## src/rtl/reservoir_pkg.sv

```systemverilog
// Shared types and default timing constants for the reservoir run scheduler.
// The FSM state encoding and the sample width live here so the FIFO and top agree.
package reservoir_pkg;

  localparam int SAMPLE_W              = 8;
  localparam int DEFAULT_RUN_CYCLES    = 3201;
  localparam int DEFAULT_SAMPLE_OFFSET = 8;
  localparam int DEFAULT_SAMPLE_STRIDE = 16;

  typedef logic [SAMPLE_W-1:0] sample_t;

  typedef enum logic [2:0] {
    ST_IDLE,
    ST_LAUNCH,
    ST_RUN,
    ST_SEND,
    ST_DRAIN
  } state_e;

endpackage

```

## src/rtl/reservoir_run_scheduler_if.sv

```systemverilog
// Push/pop bundle between the scheduler FSM (master) and its input byte FIFO (slave).
interface reservoir_run_scheduler_if;
  import reservoir_pkg::*;

  logic    push_valid;
  sample_t push_data;
  logic    pop;
  sample_t pop_data;
  logic    empty;
  logic    full;
  logic    drop;

  modport master (
    output push_valid, push_data, pop,
    input  pop_data, empty, full, drop
  );

  modport slave (
    input  push_valid, push_data, pop,
    output pop_data, empty, full, drop
  );

endinterface

```

## src/rtl/byte_fifo.sv

```systemverilog
// Circular byte FIFO; a push into a full FIFO succeeds only when a pop frees a slot in the same cycle.
module byte_fifo
  import reservoir_pkg::*;
#(
  parameter int DEPTH = 4
) (
  input logic                      clk_i,
  input logic                      rst_i,
  reservoir_run_scheduler_if.slave fifo_if
);

  localparam int PTR_W = (DEPTH > 1) ? $clog2(DEPTH) : 1;
  localparam int CNT_W = $clog2(DEPTH + 1);

  sample_t          mem_q [DEPTH];
  logic [PTR_W-1:0] wr_ptr_q, wr_ptr_d;
  logic [PTR_W-1:0] rd_ptr_q, rd_ptr_d;
  logic [CNT_W-1:0] count_q, count_d;
  logic             push;
  logic             pop;

  assign fifo_if.empty    = (count_q == '0);
  assign fifo_if.full     = (count_q == CNT_W'(DEPTH));
  assign pop              = fifo_if.pop && !fifo_if.empty;
  assign push             = fifo_if.push_valid && (!fifo_if.full || pop);
  assign fifo_if.drop     = fifo_if.push_valid && !push;
  assign fifo_if.pop_data = mem_q[rd_ptr_q];

  // NOTE: every signal gets its hold value first, so no path through this block leaves one unassigned (no latch).
  always_comb begin
    wr_ptr_d = wr_ptr_q;
    rd_ptr_d = rd_ptr_q;
    count_d  = count_q;
    if (push) wr_ptr_d = (wr_ptr_q == PTR_W'(DEPTH - 1)) ? '0 : wr_ptr_q + 1'b1;
    if (pop)  rd_ptr_d = (rd_ptr_q == PTR_W'(DEPTH - 1)) ? '0 : rd_ptr_q + 1'b1;
    case ({push, pop})
      2'b10:   count_d = count_q + 1'b1;
      2'b01:   count_d = count_q - 1'b1;
      default: count_d = count_q;
    endcase
  end

  // NOTE: state uses <= so every flop samples pre-edge values regardless of block ordering.
  always_ff @(posedge clk_i or posedge rst_i) begin
    if (rst_i) begin
      wr_ptr_q <= '0;
      rd_ptr_q <= '0;
      count_q  <= '0;
    end else begin
      wr_ptr_q <= wr_ptr_d;
      rd_ptr_q <= rd_ptr_d;
      count_q  <= count_d;
    end
  end

  // NOTE: storage is deliberately not reset; the cleared count already marks every slot as invalid.
  always_ff @(posedge clk_i) begin
    if (push) mem_q[wr_ptr_q] <= fifo_if.push_data;
  end

endmodule

```

## src/rtl/reservoir_run_scheduler.sv

```systemverilog
// Launches one reservoir run per queued byte, samples eight dynamics bits per run
// and hands the packed byte downstream before the run window is allowed to close.
module reservoir_run_scheduler
  import reservoir_pkg::*;
#(
  parameter int FIFO_DEPTH    = 4,
  parameter int RUN_CYCLES    = DEFAULT_RUN_CYCLES,
  parameter int SAMPLE_OFFSET = DEFAULT_SAMPLE_OFFSET,
  parameter int SAMPLE_STRIDE = DEFAULT_SAMPLE_STRIDE
) (
  input  logic       CLOCK_50,
  input  logic       reset,
  input  logic [7:0] rx_byte,
  input  logic       rx_valid,
  output logic [7:0] run_byte,
  output logic       acquire,
  input  logic       dynamics,
  output logic [7:0] tx_byte,
  output logic       tx_valid,
  input  logic       tx_ready,
  output logic       busy,
  output logic       overflow
);

  localparam int CNT_W = $clog2(RUN_CYCLES + 1);
  localparam int IDX_W = $clog2(SAMPLE_W);

  if (SAMPLE_OFFSET + 7 * SAMPLE_STRIDE >= RUN_CYCLES) begin : g_bad_timing
    $error("reservoir_run_scheduler: last sample point must fall before RUN_CYCLES");
  end

  reservoir_run_scheduler_if fifo_if ();

  byte_fifo #(
    .DEPTH (FIFO_DEPTH)
  ) u_fifo (
    .clk_i   (CLOCK_50),
    .rst_i   (reset),
    .fifo_if (fifo_if)
  );

  assign fifo_if.push_valid = rx_valid;
  assign fifo_if.push_data  = rx_byte;

  state_e           state_q, state_d;
  logic [CNT_W-1:0] cnt_q, cnt_d, cnt_sat;
  logic [IDX_W-1:0] idx_q, idx_d;
  sample_t          shift_q, shift_d;
  sample_t          run_byte_q, run_byte_d;
  sample_t          tx_byte_q, tx_byte_d;
  logic             overflow_q;
  logic             sample_hit;

  assign cnt_sat    = (cnt_q < CNT_W'(RUN_CYCLES)) ? cnt_q + 1'b1 : cnt_q;
  assign sample_hit = (cnt_q == CNT_W'(SAMPLE_OFFSET + SAMPLE_STRIDE * int'(idx_q)));

  always_comb begin
    state_d      = state_q;
    cnt_d        = cnt_q;
    idx_d        = idx_q;
    shift_d      = shift_q;
    run_byte_d   = run_byte_q;
    tx_byte_d    = tx_byte_q;
    fifo_if.pop  = 1'b0;
    case (state_q)
      ST_IDLE: begin
        if (!fifo_if.empty) begin
          fifo_if.pop = 1'b1;
          run_byte_d  = fifo_if.pop_data;
          state_d     = ST_LAUNCH;
        end
      end
      ST_LAUNCH: begin
        cnt_d   = '0;
        idx_d   = '0;
        state_d = ST_RUN;
      end
      ST_RUN: begin
        cnt_d = cnt_sat;
        // Left shift puts the first sample of the run in the MSB after all eight arrive.
        if (sample_hit) begin
          shift_d = {shift_q[SAMPLE_W-2:0], dynamics};
          idx_d   = idx_q + 1'b1;
          if (idx_q == IDX_W'(SAMPLE_W - 1)) begin
            tx_byte_d = {shift_q[SAMPLE_W-2:0], dynamics};
            state_d   = ST_SEND;
          end
        end
      end
      ST_SEND: begin
        cnt_d = cnt_sat;
        if (tx_ready) state_d = ST_DRAIN;
      end
      ST_DRAIN: begin
        cnt_d = cnt_sat;
        if (cnt_q >= CNT_W'(RUN_CYCLES)) state_d = ST_IDLE;
      end
      default: state_d = ST_IDLE;
    endcase
  end

  always_ff @(posedge CLOCK_50 or posedge reset) begin
    if (reset) begin
      state_q    <= ST_IDLE;
      cnt_q      <= '0;
      idx_q      <= '0;
      shift_q    <= '0;
      run_byte_q <= '0;
      tx_byte_q  <= '0;
      overflow_q <= 1'b0;
    end else begin
      state_q    <= state_d;
      cnt_q      <= cnt_d;
      idx_q      <= idx_d;
      shift_q    <= shift_d;
      run_byte_q <= run_byte_d;
      tx_byte_q  <= tx_byte_d;
      overflow_q <= overflow_q | fifo_if.drop;
    end
  end

  assign acquire  = (state_q == ST_LAUNCH);
  assign tx_valid = (state_q == ST_SEND);
  assign busy     = (state_q != ST_IDLE);
  assign run_byte = run_byte_q;
  assign tx_byte  = tx_byte_q;
  assign overflow = overflow_q;

endmodule

```

## config.mk

```make
export PLATFORM = sky130hd
export DESIGN_NAME = reservoir_run_scheduler
export DESIGN_NICKNAME = d
export VERILOG_FILES = /design/src/rtl/reservoir_pkg.sv /design/src/rtl/reservoir_run_scheduler_if.sv /design/src/rtl/byte_fifo.sv /design/src/rtl/reservoir_run_scheduler.sv
export SDC_FILE = /design/constraint.sdc
export NUM_CORES = 1
export LEC_CHECK = 0
export ABC_AREA = 0
export BUFFER_PORTS_ARGS = -buffer_cell sky130_fd_sc_hd__buf_2
export CORE_UTILIZATION = 59
export CTS_CLUSTER_DIAMETER = 100
export DETAILED_ROUTE_END_ITERATION = 8
export PLACE_DENSITY = 0.8
export SYNTH_ARGS = -nofsm -noshare
export SYNTH_HDL_FRONTEND = slang
export SYNTH_SLANG_ARGS = --single-unit
```

## constraint.sdc

```tcl
create_clock -name CLOCK_50 -period 5.6 [get_ports CLOCK_50]
set_input_delay 0.28 -clock CLOCK_50 [delete_from_list [all_inputs] [get_ports CLOCK_50]]
set_output_delay 0.28 -clock CLOCK_50 [all_outputs]
set_load 0.01 [all_outputs]
```

==> results of run 1 <==
## layout by cell type, fill, tap and decap left out, types with 2 or more instances in the layout
cell type | Yosys | routed
a211oi_1 | 3 | 3
a31oi_1 | 2 | 2
and2_1 | 3 | 3
and3_1 | 4 | 4
buf_2 | 3 | 32
clkbuf_1 | 5 | 2
clkbuf_8 | 0 | 10
clkinvlp_4 | 0 | 2
dfrtp_1 | 49 | 49
edfxtp_1 | 32 | 32
ha_1 | 11 | 11
inv_1 | 12 | 11
mux2_1 | 15 | 15
mux2_2 | 12 | 12
mux2i_1 | 12 | 12
mux4_2 | 8 | 8
nand2_1 | 22 | 22
nand2b_1 | 7 | 7
nand3_1 | 6 | 6
nand4_1 | 6 | 6
nand4_4 | 2 | 2
nand4b_1 | 4 | 4
nor2_1 | 12 | 12
nor3_1 | 3 | 3
o21ai_0 | 2 | 2
or3b_1 | 2 | 2
xor2_1 | 5 | 5
## critical path, cell delays in order, from the launching register on
cell	delay (ps)
dfrtp_1	530
or3_1	430
nor2_1	760
ha_1	330
inv_1	70
fa_1	370
xor2_1	170
nor2_1	110
xor2_1	160
## synth_stat cells, types with 4 or more instances
master    instances  area [µm²]
and3_1            4        25.0
clkbuf_1          5        18.8
dfrtp_1          49        1230
edfxtp_1         32         961
ha_1             11         138
inv_1            12        45.0
mux2_1           15         169
mux2_2           12         135
mux2i_1          12         120
mux4_2            8         180
nand2_1          22        82.6
nand2b_1          7        43.8
nand3_1           6        30.0
nand4_1           6        37.5
nand4b_1          4        35.0
nor2_1           12        45.0
xor2_1            5        43.8
## flip-flops by register name, summed over array words and instances, names as in the netlist
signal / count
u_fifo.mem_q: 32
cnt_q: 12
run_byte: 8
tx_byte: 8
shift_q: 7
idx_q: 3
state_q: 3
u_fifo.count_q: 3
u_fifo.rd_ptr_q: 2
u_fifo.wr_ptr_q: 2
overflow: 1
## cell type report
type / instances / area [µm²]
fillers: 424 / 1870
well taps: 75 / 93.8
clock buffers: 12 / 145
repair buffers: 32 / 160
flip-flops and latches: 81 / 2190
inverters: 12 / 45.0
clock inverters: 4 / 53.8
multi-input cells: 163 / 1440
## power by group
group | switching [mW] | internal, mW
Clock | 0.206 | 0.219
Sequential | 0.136 | 0.768
Combinational | 0.302 | 0.287
## per-stage QoR
step	total power, mW	worst slack, ps	std cells	instance area (µm²)	hold slack [ps]
detailed placement	1.51	2580	363	3920	476
CTS	1.93	2570	379	4120	126
finish	1.92	2590	379	4120	140
floorplan	1.34	3210	267	3730	379
global route	2.04	2390	379	4120	123
global placement	1.47	2720	363	3920	468
## logic make-up after synthesis
logic type,count (synthesis),share of synthesized area
flip-flops,81,0.587
AO/OA/AOI/OAI,18,0.0369
XOR/XNOR,6,0.0141
AND/OR/NAND/NOR,80,0.130
multiplexers,47,0.162
buffers and inverters,23,0.0282
adder cells (fa/ha/maj),12,0.0423
## worst max-delay path by stage
stage	to	slack [ps]	cells after the start
3_5_place_dp	u_fifo.count_q[2]	2580	8
4_1_cts	u_fifo.count_q[2]	2570	8
5_1_grt	u_fifo.count_q[2]	2390	8
2_1_floorplan	u_fifo.count_q[2]	3210	10
6_report	u_fifo.count_q[2]	2590	8
3_3_place_gp	u_fifo.count_q[2]	2720	8
## metal layers
metal  wire (µm)  GRT usage  part of all wire  up-vias
li1            -          -                 -     1046
met1        2840      0.288              0.45     1135
met2        3020      0.329              0.48       64
met3         354     0.0700             0.056        9
met4          85     0.0911             0.013        0
met5           0          0                 0        -
==> impl_metrics.csv, run 1 <==
group,metric,value,unit
route,routed_wl,6300,µm
min_path,worstHoldPathType,"input port to register",
timing,hold_viol_final,0,
outcome,status,"finished clean",
timing,setup_violations,0,
clock_tree,root_buffer,"clkbuf_8",
final_layout,area_delta_synth_final,10.5,%
clock_tree,htree_levels,3,
setup_path,reg2reg_to,"u_fifo.count_q[2]",
floorplan,io_pins,33,
min_path,hp-start,"rx_byte[1]",
route,drc_errors,0,
setup_path,required,5870,ps
setup_path,critPathKind,"register to register",
logic_synthesis,syn-num-nets,292,
timing,post-route-period-util,0.537,
setup_path,r2r_cells,8,
final_layout,final_layout_size_suffix_gt1_frac,0.247,
setup_path,crit_arrival,3280,ps
timing,worst_pin_slew,1000,ps
timing,period_minus_slack,3010,ps
setup_path,rrSetupSlack,2590,ps
min_path,holdPathStages,1,
route,avgRoutedWirePerCell,16.6,µm
clock_tree,cts_hold_buffers,0,
timing,final_max_slew_viol_count,0,
route,drt_first_iter_violations,96,
setup_path,r2r-start,"state_q[1]",
clock_tree,cts_tree,"done",
route,vias,2254,
flow_run,cap_viol_max_count,0,
final_layout,layout.nets,324,
floorplan,die_y,81.5,µm
route,antenna_left,0,
pwr,ir_worst_vdd,0.000249,V
logic_synthesis,ys_seq_area_frac,0.587,
clock_tree,clock_sinks,81,
final_layout,diodes,0,
floorplan,rows,28,
clock_tree,clk_latency,350,ps
global_route,grt_pass1_wl,10400,µm
setup_path,end_kind,"register",
logic_synthesis,yosys_warnings,0,
pwr,p_leak,1.85,nW
timing,setup_tns,0,ps
logic_synthesis,synth_edf_count,32,
place,gp_congestion,0.811,
global_route,track_usage,0.217,
logic_synthesis,synth_cells,267,
floorplan,die-area,6640,µm²
clock_tree,clk_pin_slew,80,ps
logic_synthesis,avgSynthCellArea,14.0,µm²
logic_synthesis,synthArstFlopShare,0.605,
timing,skew,9.14,ps
logic_synthesis,syn_area,3730,µm²
setup_path,cp-start-kind,"register",
timing,rsz0062_at_grt,"no",
global_route,grt_pass1_vias,2169,
clock_tree,cts.repair.resized,0,
timing,slew_headroom,0.330,
global_route,antenna_found_initial,0,
clock_tree,cts.path.max_buffers,2,
min_path,holdPathEnd,"u_fifo.mem_q[1][1]",
clock_tree,post_cts_buffers,0,
global_route,grt-ovfl-total,0,
route,firstDrtPassIters,4,
floorplan,core_area,5990,µm²
clock_tree,numCtsBuffers,9,
global_route,grt_max_degree,50,
logic_synthesis,ys.flop_type,"dfrtp_1",
final_layout,utilization,0.688,
logic_synthesis,ys_ff_latch,81,
logic_synthesis,ys_types,49,
route,vias_per_cell,5.95,
place,dpl.hpwl,4260,µm
setup_path,crit_fanout,13,
timing,max_clock_freq,332,MHz
place,port_buffers,32,
floorplan,start_util,0.622,
pwr,powerDensity,466,nW/µm²
floorplan,die_x,81.5,µm
setup_path,cp-startpoint,"state_q[1]",
No activity file was read; power rests on OpenSTA's default activity.
==> run 2, diff against run 1 <==
--- a/config.mk
+++ b/config.mk
@@ -5,7 +5,7 @@
 export SDC_FILE = /design/constraint.sdc
 export NUM_CORES = 1
 export LEC_CHECK = 0
-export ABC_AREA = 0
+export ABC_AREA = 1
 export BUFFER_PORTS_ARGS = -buffer_cell sky130_fd_sc_hd__buf_2
 export CORE_UTILIZATION = 59
 export CTS_CLUSTER_DIAMETER = 100
==> constraint.sdc (replaced) <==
create_clock -name CLOCK_50 -period 3.1 [get_ports CLOCK_50]
set_input_delay 0.155 -clock CLOCK_50 [delete_from_list [all_inputs] [get_ports CLOCK_50]]
set_output_delay 0.155 -clock CLOCK_50 [all_outputs]
set_load 0.01 [all_outputs]
==> impl_metrics.csv, run 2 <==
group,metric,value,unit
final_layout,fillers,522,
place,dpl.hpwl,4900,µm
final_layout,design_area,4330,µm²
final_layout,seq_area,2190,µm²
pwr,p_leak,2.02,nW
timing,slew_headroom,0.318,
clock_tree,cts.repair.resized,0,
final_layout,area_delta_synth_final,10.8,%
logic_synthesis,synthArstFlopShare,0.605,
final_layout,multi_input_area,1460,µm²
final_layout,reg_top3,"u_fifo.mem_q (32), cnt_q (12)",
setup_path,end_kind,"register",
final_layout,layout_common_cells,"nand2_1, nor2_1, dfrtp_1",
timing,post-route-period-util,0.778,
place,placed_cell_area,4100,µm²
timing,worst_pin_slew,1020,ps
pwr,clock_power_share,0.362,
timing,setup_violations,0,
logic_synthesis,synth_edf_count,32,
pwr,p_int,1.77,mW
setup_path,crit_fanout,21,
global_route,met3_usage,0.0378,
logic_synthesis,ys.flop_type,"dfrtp_1",
logic_synthesis,yosysMostFrequentCell,"nand2_1",
global_route,grt_max_degree,50,
clock_tree,cts_tree,"done",
logic_synthesis,yosys_warnings,0,
setup_path,reg2reg_to,"u_fifo.count_q[2]",
logic_synthesis,ys_seq_area_frac,0.560,
route,vias,2873,
route,firstDrtPassIters,4,
logic_synthesis,synth_cells,424,
floorplan,start_util,0.611,
floorplan,io_pins,33,
setup_path,crit_end,"u_fifo.count_q[2]",
timing,max_clock_freq,415,MHz
pwr,seqPwrFrac,0.537,
pwr,ir_worst_vdd,0.000386,V
clock_tree,cts.path.max_buffers,2,
route,avgRoutedWirePerCell,13.3,µm
floorplan,rows,29,
logic_synthesis,synth_top_area_share,0.314,
setup_path,rrSetupSlack,690,ps
final_layout,final_layout_size_suffix_gt1_frac,0.179,
global_route,grt-busiest-layer,"met2",
final_layout,top_register,"u_fifo.mem_q",
logic_synthesis,avgSynthCellArea,9.21,µm²
setup_path,cp-startpoint,"state_q[2]",
setup_path,cp-start-kind,"register",
clock_tree,post_cts_buffers,0,
timing,hold_viol_final,0,
setup_path,r2r_cells,10,
global_route,grt_pass1_vias,2824,
logic_synthesis,ys_types,35,
place,port_buffers,32,
clock_tree,clk_latency,350,ps
logic_synthesis,syn_area,3900,µm²
timing,setup_tns,0,ps
clock_tree,cts_hold_buffers,0,
floorplan,die-area,6950,µm²
global_route,grt-ovfl-total,0,
logic_synthesis,ys_ff_latch,81,
route,drt_first_iter_violations,124,
route,routed_wl,7190,µm
timing,final_max_slew_viol_count,0,
route,vias_per_cell,5.32,
setup_path,required,3370,ps
setup_path,r2r-start,"state_q[2]",
clock_tree,clk_pin_slew,90,ps
flow_run,cap_viol_max_count,0,
route,antenna_left,0,
global_route,antenna_found_initial,0,
pwr,power,2.39,mW
setup_path,critPathKind,"register to register",
floorplan,die_x,83.3,µm
pwr,combPwrFrac,0.101,
clock_tree,root_buffer,"clkbuf_8",
clock_tree,numCtsBuffers,9,
final_layout,final_common_cell,"nand2_1",
setup_path,crit_arrival,2680,ps
min_path,worstHoldPathType,"input port to register",
place,gp_congestion,0.904,
timing,fin_ws,688,ps
clock_tree,htree_levels,3,
place,pre_cts_ws,752,ps
logic_synthesis,synth.largest_area_cell,"dfrtp_1",
final_layout,diodes,0,
logic_synthesis,syn-num-nets,449,
global_route,track_usage,0.229,
final_layout,largest_reg_flops,32,
timing,skew,8.90,ps
logic_synthesis,synth_common_cells,"nand2_1, nor2_1, dfrtp_1, inv_1, edfxtp_1",
global_route,grt_pass1_wl,12400,µm
outcome,status,"finished clean",
pwr,swShare,0.256,
global_route,grt_use_met1,0.267,
clock_tree,clock_sinks,81,
global_route,grt_use_met2,0.411,
timing,rsz0062_at_grt,"no",
floorplan,die_y,83.3,µm
floorplan,core_area,6390,µm²
timing,period_minus_slack,2410,ps
logic_synthesis,synthTopCellsByArea,"dfrtp_1, edfxtp_1, nand2_1",
route,drc_errors,0,
timing,holdWs,8.76,ps
pwr,powerDensity,551,nW/µm²
final_layout,layout.nets,483,
pwr,p_sw,0.611,mW
==> run 2: changes by cell type after synthesis, sizes merged, moves of 4 or more <==
cell	change
a31oi	+6
inv	+40
mux2	-27
mux2i	-11
mux4	-8
nand2	+70
nand2b	-7
nand3	+13
nand4	-5
nand4b	-4
nor2	+66
o21ai	+41
==> run 2: cells by family (layout without fill, tap and decap cells) <==
logic type / count (synthesis) / in the layout / share of synthesized area
compound gates: 57 / 57 / 0.0917
xor+xnor: 9 / 9 / 0.0202
fa+ha+maj: 12 / 12 / 0.0404
buf+inv: 63 / 102 / 0.0670
flops: 81 / 81 / 0.560
mux: 1 / 1 / 0.00256
simple gates: 201 / 201 / 0.218
==> run 2: layout make-up <==
type                            instances  area share
Tap cell                               77      0.0223
Clock buffer                            9      0.0286
Clock inverter                          7      0.0234
Multi-Input combinational cell        280       0.336
Inverter                               54      0.0468
Sequential cell                        81       0.505
Timing Repair Buffer                   32      0.0370
==> run 2: per-layer routing <==
| metal | wire (µm) | vias up |
|---|---|---|
| met2 | 3730 | 52 |
| met4 | 153 | 0 |
| met1 | 3090 | 1368 |
| met5 | 0 | - |
| met3 | 216 | 15 |
| li1 | - | 1438 |
==> run 2: critical path: stages (launching register included) <==
cell	delay [ps]
dfrtp_1	440
nor2_2	210
nand3_1	110
inv_1	450
ha_1	240
inv_1	70
fa_1	400
nor2_1	150
nor2_1	50
nand2_1	70
xor2_1	140
==> run 2: stage by stage <==
step | instances | util
floorplan | 424 | -
global placement | 524 | 0.642
detailed placement | 524 | 0.642
CTS | 540 | 0.678
global route | 540 | 0.678
finish | 540 | 0.678
==> run 2: power groups by stage <==
stage	clock network [mW]	logic [mW]	registers, mW
detailed placement	0	0.245	1.30
CTS	0.877	0.246	1.28
global route	0.915	0.280	1.29
floorplan	0	0.174	1.29
finish	0.865	0.240	1.28
global placement	0	0.228	1.30
==> run 2: worst min path at each step <==
stage	from	to	depth (start not counted)
after floorplan	rx_byte[0]	u_fifo.mem_q[0][0]	0
after global routing	rx_byte[6]	u_fifo.mem_q[3][6]	1
after detailed placement	rx_byte[3]	u_fifo.mem_q[2][3]	1
after global placement	rx_byte[3]	u_fifo.mem_q[2][3]	1
after CTS	rx_byte[7]	u_fifo.mem_q[2][7]	1
final	rx_byte[7]	u_fifo.mem_q[3][7]	1
